$ cat src/rtl/ntable_pkg.sv
// Shared definitions for the name-table write path: register select codes
// and the address increment constants selected by the CTRL register.
package ntable_pkg;

    typedef enum logic [1:0] {
        SEL_CTRL      = 2'd0,
        SEL_ADDR      = 2'd1,
        SEL_DATA      = 2'd2,
        SEL_LATCH_CLR = 2'd3
    } wr_sel_e;

    // Bit of the CTRL value that selects the 32-byte (one tile row) stride
    localparam int CTRL_INC_BIT = 2;

    localparam int INC_ONE = 1;
    localparam int INC_32  = 32;

endpackage

$ cat src/rtl/ntable_writer_if.sv
// Register write port of the name-table writer: a byte-wide valid/ready
// handshake carrying a register select and a value.
interface ntable_writer_if #(
    parameter int C_MEMW = 8
);
    logic              wr_en;
    logic [1:0]        wr_sel;
    logic [C_MEMW-1:0] wr_data;
    logic              wr_ready;

    modport master (
        output wr_en,
        output wr_sel,
        output wr_data,
        input  wr_ready
    );

    modport slave (
        input  wr_en,
        input  wr_sel,
        input  wr_data,
        output wr_ready
    );
endinterface

$ cat src/rtl/ntable_writer_fifo.sv
// Small synchronous FIFO holding pending name-table writes until the raster
// leaves the visible area. Push is ignored when full, pop when empty; a
// simultaneous push and pop keeps the occupancy unchanged.
module sync_fifo #(
    parameter int WIDTH = 18,
    parameter int DEPTH = 4
) (
    input  logic             clk,
    input  logic             rst,
    input  logic             push,
    input  logic [WIDTH-1:0] push_data,
    input  logic             pop,
    output logic [WIDTH-1:0] pop_data,
    output logic             full,
    output logic             empty
);

    localparam int PTR_W = $clog2(DEPTH);
    localparam int CNT_W = PTR_W + 1;
    localparam logic [CNT_W-1:0] FULL_COUNT = CNT_W'(DEPTH);

    logic [WIDTH-1:0] mem [DEPTH];
    logic [PTR_W-1:0] wr_ptr;
    logic [PTR_W-1:0] rd_ptr;
    logic [CNT_W-1:0] count;
    logic             do_push;
    logic             do_pop;

    assign full     = (count == FULL_COUNT);
    assign empty    = (count == '0);
    assign do_push  = push && !full;
    assign do_pop   = pop && !empty;
    assign pop_data = mem[rd_ptr];

    // Storage array; contents need no reset because occupancy gates every read
    always_ff @(posedge clk) begin
        if (do_push) begin
            mem[wr_ptr] <= push_data;
        end
    end

    // Pointers and occupancy; reset discards everything still queued
    always_ff @(posedge clk) begin
        if (!rst) begin
            wr_ptr <= '0;
            rd_ptr <= '0;
            count  <= '0;
        end else begin
            if (do_push) begin
                wr_ptr <= wr_ptr + PTR_W'(1);
            end
            if (do_pop) begin
                rd_ptr <= rd_ptr + PTR_W'(1);
            end
            case ({do_push, do_pop})
                2'b10:   count <= count + CNT_W'(1);
                2'b01:   count <= count - CNT_W'(1);
                default: count <= count;
            endcase
        end
    end

endmodule

$ cat src/rtl/ntable_writer.sv
// Name-table writer: decodes PPU-style register writes (CTRL, two-byte ADDR
// latch, DATA, LATCH_CLR), queues DATA writes with their address and drains
// them into the name-table RAM one per clock while the raster is blanked.
module ntable_writer
    import ntable_pkg::*;
#(
    parameter int C_MEMW       = 8,
    parameter int C_AW         = 10,
    parameter int C_FIFO_DEPTH = 4
) (
    input  logic              clk,
    input  logic              rst,
    ntable_writer_if.slave    wr,
    input  logic              visible,
    output logic              ntable_we,
    output logic [C_AW-1:0]   ntable_addr,
    output logic [C_MEMW-1:0] ntable_din,
    output logic              busy
);

    localparam int ENTRY_W = C_AW + C_MEMW;

    logic [C_AW-1:0]    addr;
    logic               inc_32;
    logic               toggle;
    logic [C_AW-1:0]    inc_val;
    wr_sel_e            sel;
    logic               transfer;
    logic               push;
    logic               pop;
    logic               fifo_full;
    logic               fifo_empty;
    logic [ENTRY_W-1:0] push_entry;
    logic [ENTRY_W-1:0] pop_entry;

    assign sel        = wr_sel_e'(wr.wr_sel);
    assign wr.wr_ready = !fifo_full;
    assign transfer   = wr.wr_en && !fifo_full;
    assign push       = transfer && (sel == SEL_DATA);
    assign pop        = !visible && !fifo_empty;
    assign busy       = !fifo_empty;
    assign inc_val    = inc_32 ? C_AW'(INC_32) : C_AW'(INC_ONE);
    assign push_entry = {addr, wr.wr_data};

    sync_fifo #(
        .WIDTH (ENTRY_W),
        .DEPTH (C_FIFO_DEPTH)
    ) u_fifo (
        .clk       (clk),
        .rst       (rst),
        .push      (push),
        .push_data (push_entry),
        .pop       (pop),
        .pop_data  (pop_entry),
        .full      (fifo_full),
        .empty     (fifo_empty)
    );

    // Register decode: increment mode, high/low address latch and the
    // post-DATA auto-increment, all wrapping at the address width
    always_ff @(posedge clk) begin
        if (!rst) begin
            addr   <= '0;
            inc_32 <= 1'b0;
            toggle <= 1'b0;
        end else if (transfer) begin
            case (sel)
                SEL_CTRL: begin
                    inc_32 <= wr.wr_data[CTRL_INC_BIT];
                end
                SEL_ADDR: begin
                    if (!toggle) begin
                        addr[C_AW-1:8] <= wr.wr_data[C_AW-9:0];
                    end else begin
                        addr[7:0] <= wr.wr_data[7:0];
                    end
                    toggle <= !toggle;
                end
                SEL_DATA: begin
                    addr <= addr + inc_val;
                end
                SEL_LATCH_CLR: begin
                    toggle <= 1'b0;
                end
                default: begin
                    toggle <= toggle;
                end
            endcase
        end
    end

    // RAM write port: a popped entry becomes a one-cycle strobe, address and
    // data hold their last values between strobes
    always_ff @(posedge clk) begin
        if (!rst) begin
            ntable_we   <= 1'b0;
            ntable_addr <= '0;
            ntable_din  <= '0;
        end else if (pop) begin
            ntable_we   <= 1'b1;
            ntable_addr <= pop_entry[ENTRY_W-1:C_MEMW];
            ntable_din  <= pop_entry[C_MEMW-1:0];
        end else begin
            ntable_we   <= 1'b0;
        end
    end

endmodule

$ cat src/flat_wrapper.sv
// flat-port wrapper written by rule: the top's interface ports become plain ports
module ntable_writer_flat import ntable_pkg::*;
#(
    parameter int C_MEMW       = 8,
    parameter int C_AW         = 10,
    parameter int C_FIFO_DEPTH = 4
)
  (clk, rst, visible, ntable_we, ntable_addr, ntable_din, busy, wr_wr_en, wr_wr_sel, wr_wr_data, wr_wr_ready);
  ntable_writer_if #(.C_MEMW(C_MEMW)) wr_i ();
  input  logic clk;
  input  logic rst;
  input  logic visible;
  output logic ntable_we;
  output logic [C_AW-1:0] ntable_addr;
  output logic [C_MEMW-1:0] ntable_din;
  output logic busy;
  input wire logic [$bits(wr_i.wr_en)-1:0] wr_wr_en;
  input wire logic [$bits(wr_i.wr_sel)-1:0] wr_wr_sel;
  input wire logic [$bits(wr_i.wr_data)-1:0] wr_wr_data;
  output wire logic [$bits(wr_i.wr_ready)-1:0] wr_wr_ready;
  assign wr_i.wr_en = wr_wr_en;
  assign wr_i.wr_sel = wr_wr_sel;
  assign wr_i.wr_data = wr_wr_data;
  assign wr_wr_ready = wr_i.wr_ready;
  ntable_writer #(.C_MEMW(C_MEMW), .C_AW(C_AW), .C_FIFO_DEPTH(C_FIFO_DEPTH)) u_core (.clk(clk), .rst(rst), .wr(wr_i), .visible(visible), .ntable_we(ntable_we), .ntable_addr(ntable_addr), .ntable_din(ntable_din), .busy(busy));
endmodule
$ cat config.mk
export PLATFORM = sky130hd
export DESIGN_NAME = ntable_writer_flat
export DESIGN_NICKNAME = d
export VERILOG_FILES = /design/src/rtl/ntable_pkg.sv /design/src/rtl/ntable_writer_if.sv /design/src/rtl/ntable_writer_fifo.sv /design/src/rtl/ntable_writer.sv /design/src/flat_wrapper.sv
export SDC_FILE = /design/constraint.sdc
export NUM_CORES = 1
export LEC_CHECK = 0
export CORE_MARGIN = 10
export CORE_UTILIZATION = 40
export CTS_CLUSTER_DIAMETER = 100
export CTS_CLUSTER_SIZE = 30
export DETAILED_ROUTE_END_ITERATION = 10
export SLEW_MARGIN = 5
export SYNTH_ARGS = -nofsm -noshare
export SYNTH_HDL_FRONTEND = slang
export SYNTH_SLANG_ARGS = --single-unit
$ cat constraint.sdc
create_clock -name clk -period 2.62 [get_ports clk]
set_clock_uncertainty 0.05 [all_clocks]
set_input_delay 0.786 -clock clk [delete_from_list [all_inputs] [get_ports clk]]
set_output_delay 0.786 -clock clk [all_outputs]
set_load 0.005 [all_outputs]
==> qor.txt, run 1 <==
outcome - finished, final reports clean
clock latency on the worst-skew pair - 380 ps
largest net degree at the start of global routing - 21
PortBufs - 34
simple-gate share of the synthesized area - 11.32%
Netlist cell types - 48
LEAKAGE - 0.001766 uW
Final ANT Viol Nets - 0
CP max FO - 2
main combinational cell family by area after synthesis - simple AND/OR/NAND/NOR gates
RSZ-0062 raised after global routing - no
P&R area growth vs syn - 20.01%
Final Slew Violations - 0
Initial Util - 41.01%
Die Area - 15,790 um2
Finished Core Util - 49.22%
critical path launch point type - input pin
final WL - 8.782 mm
Critical Path Sink Type - flop
Ports - 35
crit path kind - in2reg
Avg WL per Cell - 16.54 um
Buf+Inv Stages, Crit Path - 3
min cycle time layout - 2512 ps
Syn Area/Cell - 13.53 um2
Placer Congestion - 0.7796
Worst Path Required - 2880 ps
CP Cell Sequence - clkdlybuf4s50_1 -> nor2b_1 -> and3_1 -> inv_4 -> ha_2 -> inv_1 -> fa_2 -> xor2_1 -> or3_1 -> a21oi_1
1st-iter DRT viols - 108
final HPWL from detailed placement - 6.146 mm
Final Hold Viols - 0
final net count - 409
core area - 10,890 um2
diodes inserted - 0
Pre-antenna DRT Iters - 4
share of cells above drive strength 1 - 18.93%
Pwr Total - 3840 uW
Max H-tree Level - 3
setup violators final - 0
crit share post-route - 95.89%
Clock Path Buffers - 2
max incr delay on CP - 410 ps
grt ovf - 0
syn_nets - 353
DRC Markers - 0
CTS tree - yes
worst hold-check path type - reg2reg
Die Y-Extent - 125.7 um
vias in the first global route - 2,661
max_slew headroom - 66.85%
TritonCTS Buffers - 9
GR Util All Layers - 11.27%
Sink Count - 110
Total Neg Setup Slack - 0 ps
via count - 2,685
initial antenna violation count - 0
floorplan die width - 125.7 um
postcts setup bufs - 0
Clk pin slew, worst setup/hold paths - 90 ps
Rows - 38
Syn Inst Count - 330
compound-gate portion of the synthesized area - 6.949%
Pwr Density - 716.7 nW/um2
Slew @ Worst Pin - 494.9 ps
Data arrival, critical path - 2770 ps
achievable frequency - 398.0 MHz
#FFs+latches synth - 110
fin cells - 531
via density per instance - 5.056
MaxCap Viol Count - 0
xor and xnor area share after synthesis - 0.9807%
Syn Std Cell Area - 4466 um2
Top delay family on crit path - simple AND/OR/NAND/NOR gates
adder-cell share of the synthesized area - 2.690%
worst hold margin - 407.8 ps
Seq/Total Area, Yosys - 65.45%
post-synthesis mux area share - 9.779%
Slowest-stage cell, CP - clkdlybuf4s50_1
global-route wire length before repair - 14.23 mm
dpl cells - 515
root buffer cell - clkbuf_8
Max VDD drop - 0.3882 mV
synth warn - 0
## where the power goes
group / switching, uW / internal, uW
logic: 386 / 430
registers: 62.6 / 1950
clock network: 569 / 444
total: 1020 / 2820
## final timing paths
check | cells past startpoint | startpoint | to | slack, ps
worst max register to register | 9 | u_core.u_fifo.count[0] | u_core.u_fifo.count[2] | 310
worst min-delay path | 2 | u_core.ntable_addr[8] | u_core.ntable_addr[8] | 410
worst min register to register | 2 | u_core.ntable_addr[8] | u_core.ntable_addr[8] | 410
worst max-delay path | 10 | wr_wr_sel[1] | u_core.u_fifo.count[2] | 110
## cell type report
type                            count  area [um2]
Clock buffer                        9       123.9
Clock inverter                      7       71.32
Fill cell                         981        5529
Inverter                           10       40.04
Multi-Input combinational cell    193        1421
Sequential cell                   110        2924
Tap cell                          140       175.2
Timing Repair Buffer               62       603.1
## layer usage
metal	up-vias	GRT usage, %	part of all wire [%]
li1	1317	-	-
met2	36	18.02	48
met1	1320	14.26	46
met5	-	0	0
met4	0	3.862	1.3
met3	12	3.356	4.3
## timing repair
item	CTS	global route
resized for setup	1	4
hold buffers	0	0
setup endpoints to repair	1	2
pin swaps	0	0
## registers in the layout, summed over array words and instances, names as in the netlist
name / cells
u_core.addr: 10
u_core.ntable_addr: 10
u_core.u_fifo.rd_ptr: 2
u_core.inc_32: 1
u_core.u_fifo.mem: 72
u_core.ntable_din: 8
u_core.ntable_we: 1
u_core.u_fifo.wr_ptr: 2
u_core.toggle: 1
u_core.u_fifo.count: 3
## worst register-to-register path: cells and delay by family, from the launching register on
family | cells | cell delay, ps
flip-flops | 1 | 350
AND/OR/NAND/NOR | 3 | 930
XOR/XNOR | 1 | 150
AO/OA/AOI/OAI | 1 | 140
adder cells (fa/ha/maj) | 2 | 510
buffers and inverters | 2 | 110
## stage by stage
stage	setup WS (ps)	cell area, um2
final	107.7	5359
after global routing	17.78	5359
after CTS	5.505	5351
after detailed placement	-340.3	5155
after global placement	-254.3	5155
after floorplan	19.63	4467
## kinds of logic (layout without fill, tap and decap cells)
kind of cell / Yosys count / after routing
AND/OR/NAND/NOR: 107 / 107
XOR/XNOR: 5 / 5
flip-flops: 110 / 110
multiplexers: 21 / 21
adder cells (fa/ha/maj): 9 / 9
buffers and inverters: 27 / 88
AO/OA/AOI/OAI: 51 / 51
## cells in the mapped netlist (all sizes together)
cell / n / area [um2]
mux2: 1 / 11.26
o41a: 1 / 11.26
nor2: 17 / 63.81
and3b: 1 / 8.760
or4: 1 / 11.26
a31oi: 1 / 6.260
or3b: 1 / 8.760
a22oi: 1 / 7.510
o211ai: 2 / 15.01
xor2: 2 / 17.52
a311oi: 2 / 17.52
a41oi: 1 / 16.27
and4b: 1 / 10.01
nor2b: 3 / 18.77
dfxtp: 38 / 760.7
o31a: 1 / 8.760
nor3b: 2 / 15.01
o22ai: 2 / 12.51
nand2: 52 / 195.2
buf: 8 / 51.29
and3: 2 / 12.51
inv: 9 / 36.29
xnor2: 3 / 26.28
o31ai: 1 / 7.510
or3: 1 / 6.260
nor3: 4 / 20.02
o211a: 1 / 10.01
mux2i: 2 / 20.02
ha: 8 / 100.1
clkinv: 1 / 3.750
and2: 9 / 61.31
o21a: 2 / 15.01
nand2b: 3 / 18.77
mux4: 18 / 405.4
clkbuf: 9 / 35.03
a21oi: 27 / 135.1
edfxtp: 72 / 2162
or2: 1 / 6.260
a21o: 1 / 7.510
nand3: 6 / 30.03
fa: 1 / 20.02
o21ai: 8 / 40.04
nand4: 3 / 18.77
## cell usage in the layout, fill, tap and decap left out, types with 3 or more instances in the layout
| cell | count |
|---|---|
| a21oi_1 | 27 |
| and2_1 | 5 |
| and2_2 | 4 |
| buf_12 | 4 |
| buf_4 | 24 |
| clkbuf_8 | 9 |
| clkdlybuf4s50_1 | 33 |
| dfxtp_1 | 37 |
| edfxtp_1 | 72 |
| ha_1 | 7 |
| inv_1 | 7 |
| mux4_2 | 18 |
| nand2_1 | 52 |
| nand2b_1 | 3 |
| nand3_1 | 6 |
| nand4_1 | 3 |
| nor2_1 | 17 |
| nor2b_1 | 3 |
| nor3_1 | 4 |
| o21ai_0 | 8 |
| xnor2_1 | 3 |
No activity file was read; power rests on OpenSTA's default activity.
==> run 2, diff against run 1 <==
Settings changed: PLACE_DENSITY_LB_ADDON set to 0.3.
==> run 2 against run 1 <==
Net effect: cell count down 0.56%; register-to-register slack about the same; count of clock-buffer cells in the layout unchanged; critical path depth down 1; combinational power up 0.9%; via count up 0.45%; utilization down 0.47 points; clock power down 11%; sequential power about the same; die area unchanged; worst hold slack worse by 0.74 ps.
==> qor.txt, run 2 (synthesis gave the netlist of run 1 again) <==
outcome - finished, final reports clean
final HPWL from detailed placement - 6.069 mm (-1.2%)
largest net degree at the start of global routing - 20 (-4.8%)
commonest non-fill, non-tap cell in the layout - edfxtp_1
crit share post-route - 96.56% (+0.67 points)
switching share of power - 27.12% (+0.62 points)
DRC Markers - 0 (unchanged)
floorplan die width - 125.7 um (unchanged)
worst hold-check path type - reg2reg
TritonCTS Buffers - 9 (unchanged)
Final ANT Viol Nets - 0 (unchanged)
Worst Setup Slack, final - 90.15 ps (-17.52 ps)
GR Util All Layers - 11.34% (+0.066 points)
max_slew headroom - 68.56% (+1.7 points)
fin cells - 528 (-0.56%)
final WL - 8.855 mm (+0.83%)
combinational fraction of design power - 22.0% (+0.8 points)
Clock Path Buffers - 2 (unchanged)
final net count - 406 (-0.73%)
Clk pin slew, worst setup/hold paths - 100 ps (about the same)
CTS tree - yes
commonest non-fill, non-tap cells in the layout - edfxtp_1 (72), nand2_1 (52), dfxtp_1 (36)
Regs by FF count - u_core.u_fifo.mem (72), u_core.addr (10), u_core.ntable_addr (10)
diodes inserted - 0 (unchanged)
CP max FO - 2 (unchanged)
crit path kind - in2reg
Int Power - 2723 uW (-3.6%)
Worst Path Required - 2880 ps (about the same)
Pwr Total - 3735 uW (-2.7%)
MaxCap Viol Count - 0 (unchanged)
Pre-antenna DRT Iters - 4 (unchanged)
vias in the first global route - 2,752 (+3.4%)
Ports - 35 (unchanged)
Max H-tree Level - 3 (unchanged)
Sink Count - 110 (unchanged)
via density per instance - 5.108 (+1.0%)
setup violators final - 0 (unchanged)
part of the power in registers - 53.9% (+1.5 points)
Placement Cell Area - 5132 um2 (-0.44%)
via count - 2,697 (+0.45%)
Die Area - 15,790 um2 (unchanged)
Critical Path Sink Type - flop
Data arrival, critical path - 2790 ps (+20 ps)
min cycle time layout - 2530 ps (+17.52 ps)
Post-CTS Resized - 0 (-1)
Finished Core Util - 48.75% (-0.47 points)
Final Hold Viols - 0 (unchanged)
Clock power frac - 24.0% (-2.4 points)
RSZ-0062 raised after global routing - no
postcts setup bufs - 0 (unchanged)
Initial Util - 41.01% (unchanged)
core area - 10,890 um2 (unchanged)
Rows - 38 (unchanged)
Placer Congestion - 0.7906 (+1.4%)
max reg flops - 72 (unchanged)
P&R area growth vs syn - 18.86%
Biggest register - u_core.u_fifo.mem
Avg WL per Cell - 16.77 um (+1.4%)
share of cells above drive strength 1 - 17.78% (-1.1 points)
grt ovf - 0 (unchanged)
LEAKAGE - 0.001737 uW (-1.6%)
Max VDD drop - 0.6090 mV (+57%)
root buffer cell - clkbuf_8
initial antenna violation count - 0 (unchanged)
critical path launch point type - input pin
Final Slew Violations - 0 (unchanged)
pre-CTS WS - -344.4 ps (-4.135 ps)
# hold bufs at CTS - 0 (unchanged)
clock latency on the worst-skew pair - 370 ps (about the same)
1st-iter DRT viols - 131 (+21%)
Slew @ Worst Pin - 466.6 ps (-28.29 ps)
dpl cells - 512 (-0.58%)
Pwr Density - 703.8 nW/um2 (-1.8%)
global-route wire length before repair - 14.20 mm (-0.24%)
Finished Cell Area - 5308 um2 (-0.96%)
achievable frequency - 395.3 MHz (-0.69%)
Die Y-Extent - 125.7 um (unchanged)
switching pwr - 1013 uW (-0.44%)
PortBufs - 34 (unchanged)
## run 2: layout make-up
| class | count | area, um2 |
|---|---|---|
| fill | 954 | 5580 |
| sequential | 110 | 2925 |
| multi-input combinational | 193 | 1421 |
| timing repair buffer | 59 | 580.6 |
| tap | 140 | 175.2 |
| clock buffer | 9 | 123.9 |
| clock inverter | 7 | 41.29 |
| inverter | 10 | 40.04 |
## run 2: worst paths after layout
check / from / end / slack (ps) / cells past startpoint
setup reg to reg: u_core.u_fifo.count[0] / u_core.u_fifo.count[2] / 310 / 9
hold / removal: u_core.ntable_addr[0] / u_core.ntable_addr[0] / 410 / 2
hold reg to reg: u_core.ntable_addr[0] / u_core.ntable_addr[0] / 410 / 2
setup / recovery: visible / u_core.u_fifo.count[2] / 90 / 9
## run 2: stage by stage
stage | setup TNS [ps] | hold WS (ps)
after floorplan | 0 | 402.7
after global placement | -276.8 | 393.7
after detailed placement | -535.5 | 397.5
after CTS | 0 | 411.5
after global routing | 0 | 428.2
final | 0 | 407.0
## run 2: power groups by stage
stage	Combinational, uW	Sequential (uW)	Clock (uW)
2_1_floorplan	494	2050	0
3_3_place_gp	824	2050	0
3_5_place_dp	845	2050	0
4_1_cts	847	2010	931
5_1_grt	915	2030	983
6_report	823	2020	897
## run 2: critical path, cell delays in order
cell             delay, ps
clkdlybuf4s50_1        410
or2_2                  300
inv_1                   70
ha_1                   180
inv_1                   70
fa_1                   380
xor2_1                 160
or3_1                  300
a21oi_1                130
## run 2: routing by layer
layer | vias up | wire length (um) | global-route usage, %
li1 | 1314 | - | -
met1 | 1315 | 3917 | 13.59
met2 | 54 | 4333 | 18.82
met3 | 14 | 468 | 3.356
met4 | 0 | 136 | 4.336
met5 | - | 0 | 0
==> run 3, diff against run 2 <==
==> constraint.sdc (replaced) <==
create_clock -name clk -period 2.62 [get_ports clk]
set_clock_uncertainty 0.05 [all_clocks]
set_input_delay 0.524 -clock clk [delete_from_list [all_inputs] [get_ports clk]]
set_output_delay 0.524 -clock clk [all_outputs]
set_load 0.005 [all_outputs]
==> run 3 against run 2 <==
Net effect: global-route usage is 0.12 points lower; sequential power hardly changed; utilization is 0.32 points lower; register-to-register slack worse by 80 ps; combinational power is 2.8% lower.
==> qor.txt, run 3 (synthesis gave the netlist of run 1 again) <==
Final Slew Violations - 0 (unchanged)
Initial Util - 41.01% (unchanged)
PortBufs - 34 (unchanged)
Post-CTS Resized - 0 (unchanged)
Pwr Density - 719.9 nW/um2 (+2.3%)
worst hold-check path type - reg2reg
initial antenna violation count - 0 (unchanged)
crit share post-route - 91.35% (-5.2 points)
grt ovf - 0 (unchanged)
clock latency on the worst-skew pair - 350 ps (-20 ps)
MaxCap Viol Count - 0 (unchanged)
Critical Path Sink Type - flop
diodes inserted - 0 (unchanged)
LEAKAGE - 0.001726 uW (-0.66%)
Buf+Inv Stages, Crit Path - 2 (-1)
root buffer cell - clkbuf_8
Hold Path End - u_core.ntable_din[5]
Ports - 35 (unchanged)
worst hold stages - 2 (unchanged)
critical path launch point type - flop
Max VDD drop - 0.4059 mV (-33%)
min cycle time layout - 2393 ps (-136.4 ps)
Hold Startpoint - u_core.ntable_din[5]
Max H-tree Level - 3 (unchanged)
CTS tree - yes
largest net degree at the start of global routing - 25 (+25%)
Reg area - 2923 um2 (about the same)
core area - 10,890 um2 (unchanged)
RSZ-0062 raised after global routing - no
Final ANT Viol Nets - 0 (unchanged)
crit path kind - reg2reg
final net count - 400 (-1.5%)
Biggest register - u_core.u_fifo.mem
Clock Path Buffers - 2 (unchanged)
DRC Markers - 0 (unchanged)
global-route wire length before repair - 14.39 mm (+1.4%)
Die Y-Extent - 125.7 um (unchanged)
# hold bufs at CTS - 0 (unchanged)
Finished Core Util - 48.43% (-0.32 points)
max_slew headroom - 65.17% (-3.4 points)
max incr delay on CP - 440 ps (+30 ps)
via count - 2,648 (-1.8%)
worst hold margin - 410.2 ps (+3.227 ps)
Slowest-stage cell, CP - or3b_1
Final Hold Viols - 0 (unchanged)
final HPWL from detailed placement - 6.006 mm (-1.0%)
postcts setup bufs - 0 (unchanged)
share of cells above drive strength 1 - 16.23% (-1.6 points)
max reg flops - 72 (unchanged)
Die Area - 15,790 um2 (unchanged)
dpl cells - 506 (-1.2%)
worst reg-to-reg path cell count - 9 (unchanged)
Regs by FF count - u_core.u_fifo.mem (72), u_core.addr (10), u_core.ntable_addr (10)
RR Endpoint - u_core.u_fifo.count[2]
P&R area growth vs syn - 18.07%
Rows - 38 (unchanged)
fin cells - 522 (-1.1%)
Fillers - 964 (+1.0%)
Worst Path Required - 2860 ps (-20 ps)
GR Util All Layers - 11.22% (-0.12 points)
final WL - 8.768 mm (-0.98%)
outcome - finished, final reports clean
Sink Count - 110 (unchanged)
worst r2r src - u_core.u_fifo.count[0]
commonest non-fill, non-tap cell in the layout - edfxtp_1
Pre-antenna DRT Iters - 4 (unchanged)
via density per instance - 5.073 (-0.69%)
Top delay family on crit path - simple AND/OR/NAND/NOR gates
Placer Congestion - 0.7788 (-1.5%)
Avg WL per Cell - 16.80 um (+0.16%)
floorplan die width - 125.7 um (unchanged)
commonest non-fill, non-tap cells in the layout - edfxtp_1 (72), nand2_1 (52), dfxtp_1 (38)
TritonCTS Buffers - 9 (unchanged)
achievable frequency - 417.8 MHz (+5.7%)
Slew @ Worst Pin - 517.0 ps (+50.40 ps)
vias in the first global route - 2,712 (-1.5%)
CP max FO - 4 (+2)
Worst R2R Setup Slack - 230 ps (-80 ps)
1st-iter DRT viols - 161 (+23%)
Clk pin slew, worst setup/hold paths - 100 ps (about the same)
CP Cell Sequence - or3b_1 -> and3_1 -> inv_4 -> ha_1 -> inv_1 -> fa_1 -> xor2_1 -> or3_1 -> a21oi_1
Multi-input gate area - 1416 um2 (-0.35%)
setup violators final - 0 (unchanged)
Data arrival, critical path - 2630 ps (-160 ps)
run 3: changes by cell type in the layout (fill, tap and decap cells not counted), sizes merged:
| cell | delta |
|---|---|
| clkbuf | +1 |
| dlymetal6s2s | -1 |
| inv | +3 |
| buf | -6 |
| clkinvlp | -2 |
| clkdlybuf4s50 | +1 |
| clkinv | -2 |
run 3: power breakdown:
part           total [uW]  internal (uW)  switching [uW]
logic                 800            415             385
clock network         981            394             586
registers            2020           1950            67.2
total                3800           2760            1040
run 3: metal layers:
| metal | vias to the layer above | wire length [um] | global-route usage [%] |
|---|---|---|---|
| li1 | 1301 | - | - |
| met1 | 1291 | 4199 | 14.65 |
| met2 | 52 | 4142 | 18.08 |
| met3 | 4 | 359 | 3.104 |
| met4 | 0 | 66 | 2.710 |
| met5 | - | 0 | 0 |
run 3: final cells by class:
| cell class | count | share of cell area, % |
|---|---|---|
| flip-flops and latches | 110 | 55.43 |
| multi-input cells | 193 | 26.86 |
| repair buffers | 53 | 9.872 |
| well taps | 140 | 3.322 |
| clock buffers | 10 | 2.610 |
| clock inverters | 6 | 1.139 |
| inverters | 10 | 0.7594 |
run 3: how the worst max path moves through the flow:
stage                                 from  depth (start not counted)  slack, ps                endpoint
finish              u_core.u_fifo.count[0]                          9        230  u_core.u_fifo.count[2]
global route        u_core.u_fifo.count[0]                          9        100  u_core.u_fifo.count[2]
detailed placement                 visible                          9        -90  u_core.u_fifo.count[2]
CTS                 u_core.u_fifo.count[0]                          9        220  u_core.u_fifo.count[2]
floorplan                          visible                          9        160  u_core.u_fifo.count[2]
global placement                   visible                          9        -30  u_core.u_fifo.count[2]
run 3: stage by stage:
stage	total power, uW	setup TNS, ps	instance area (um2)	setup slack (ps)
2_1_floorplan	2538	0	4466	159.6
3_3_place_gp	2862	-33.44	5075	-33.44
3_5_place_dp	2874	-86.65	5075	-86.65
4_1_cts	3851	0	5273	223.2
5_1_grt	3996	0	5273	97.72
6_report	3796	0	5273	226.6
run 3: worst reg2reg max path, stage by stage, from the launching register on:
cell and delay (ps):
dfxtp_1 360, or3b_1 440, and3_1 240, inv_4 70
ha_1 150, inv_1 50, fa_1 370, xor2_1 150
or3_1 300, a21oi_1 140
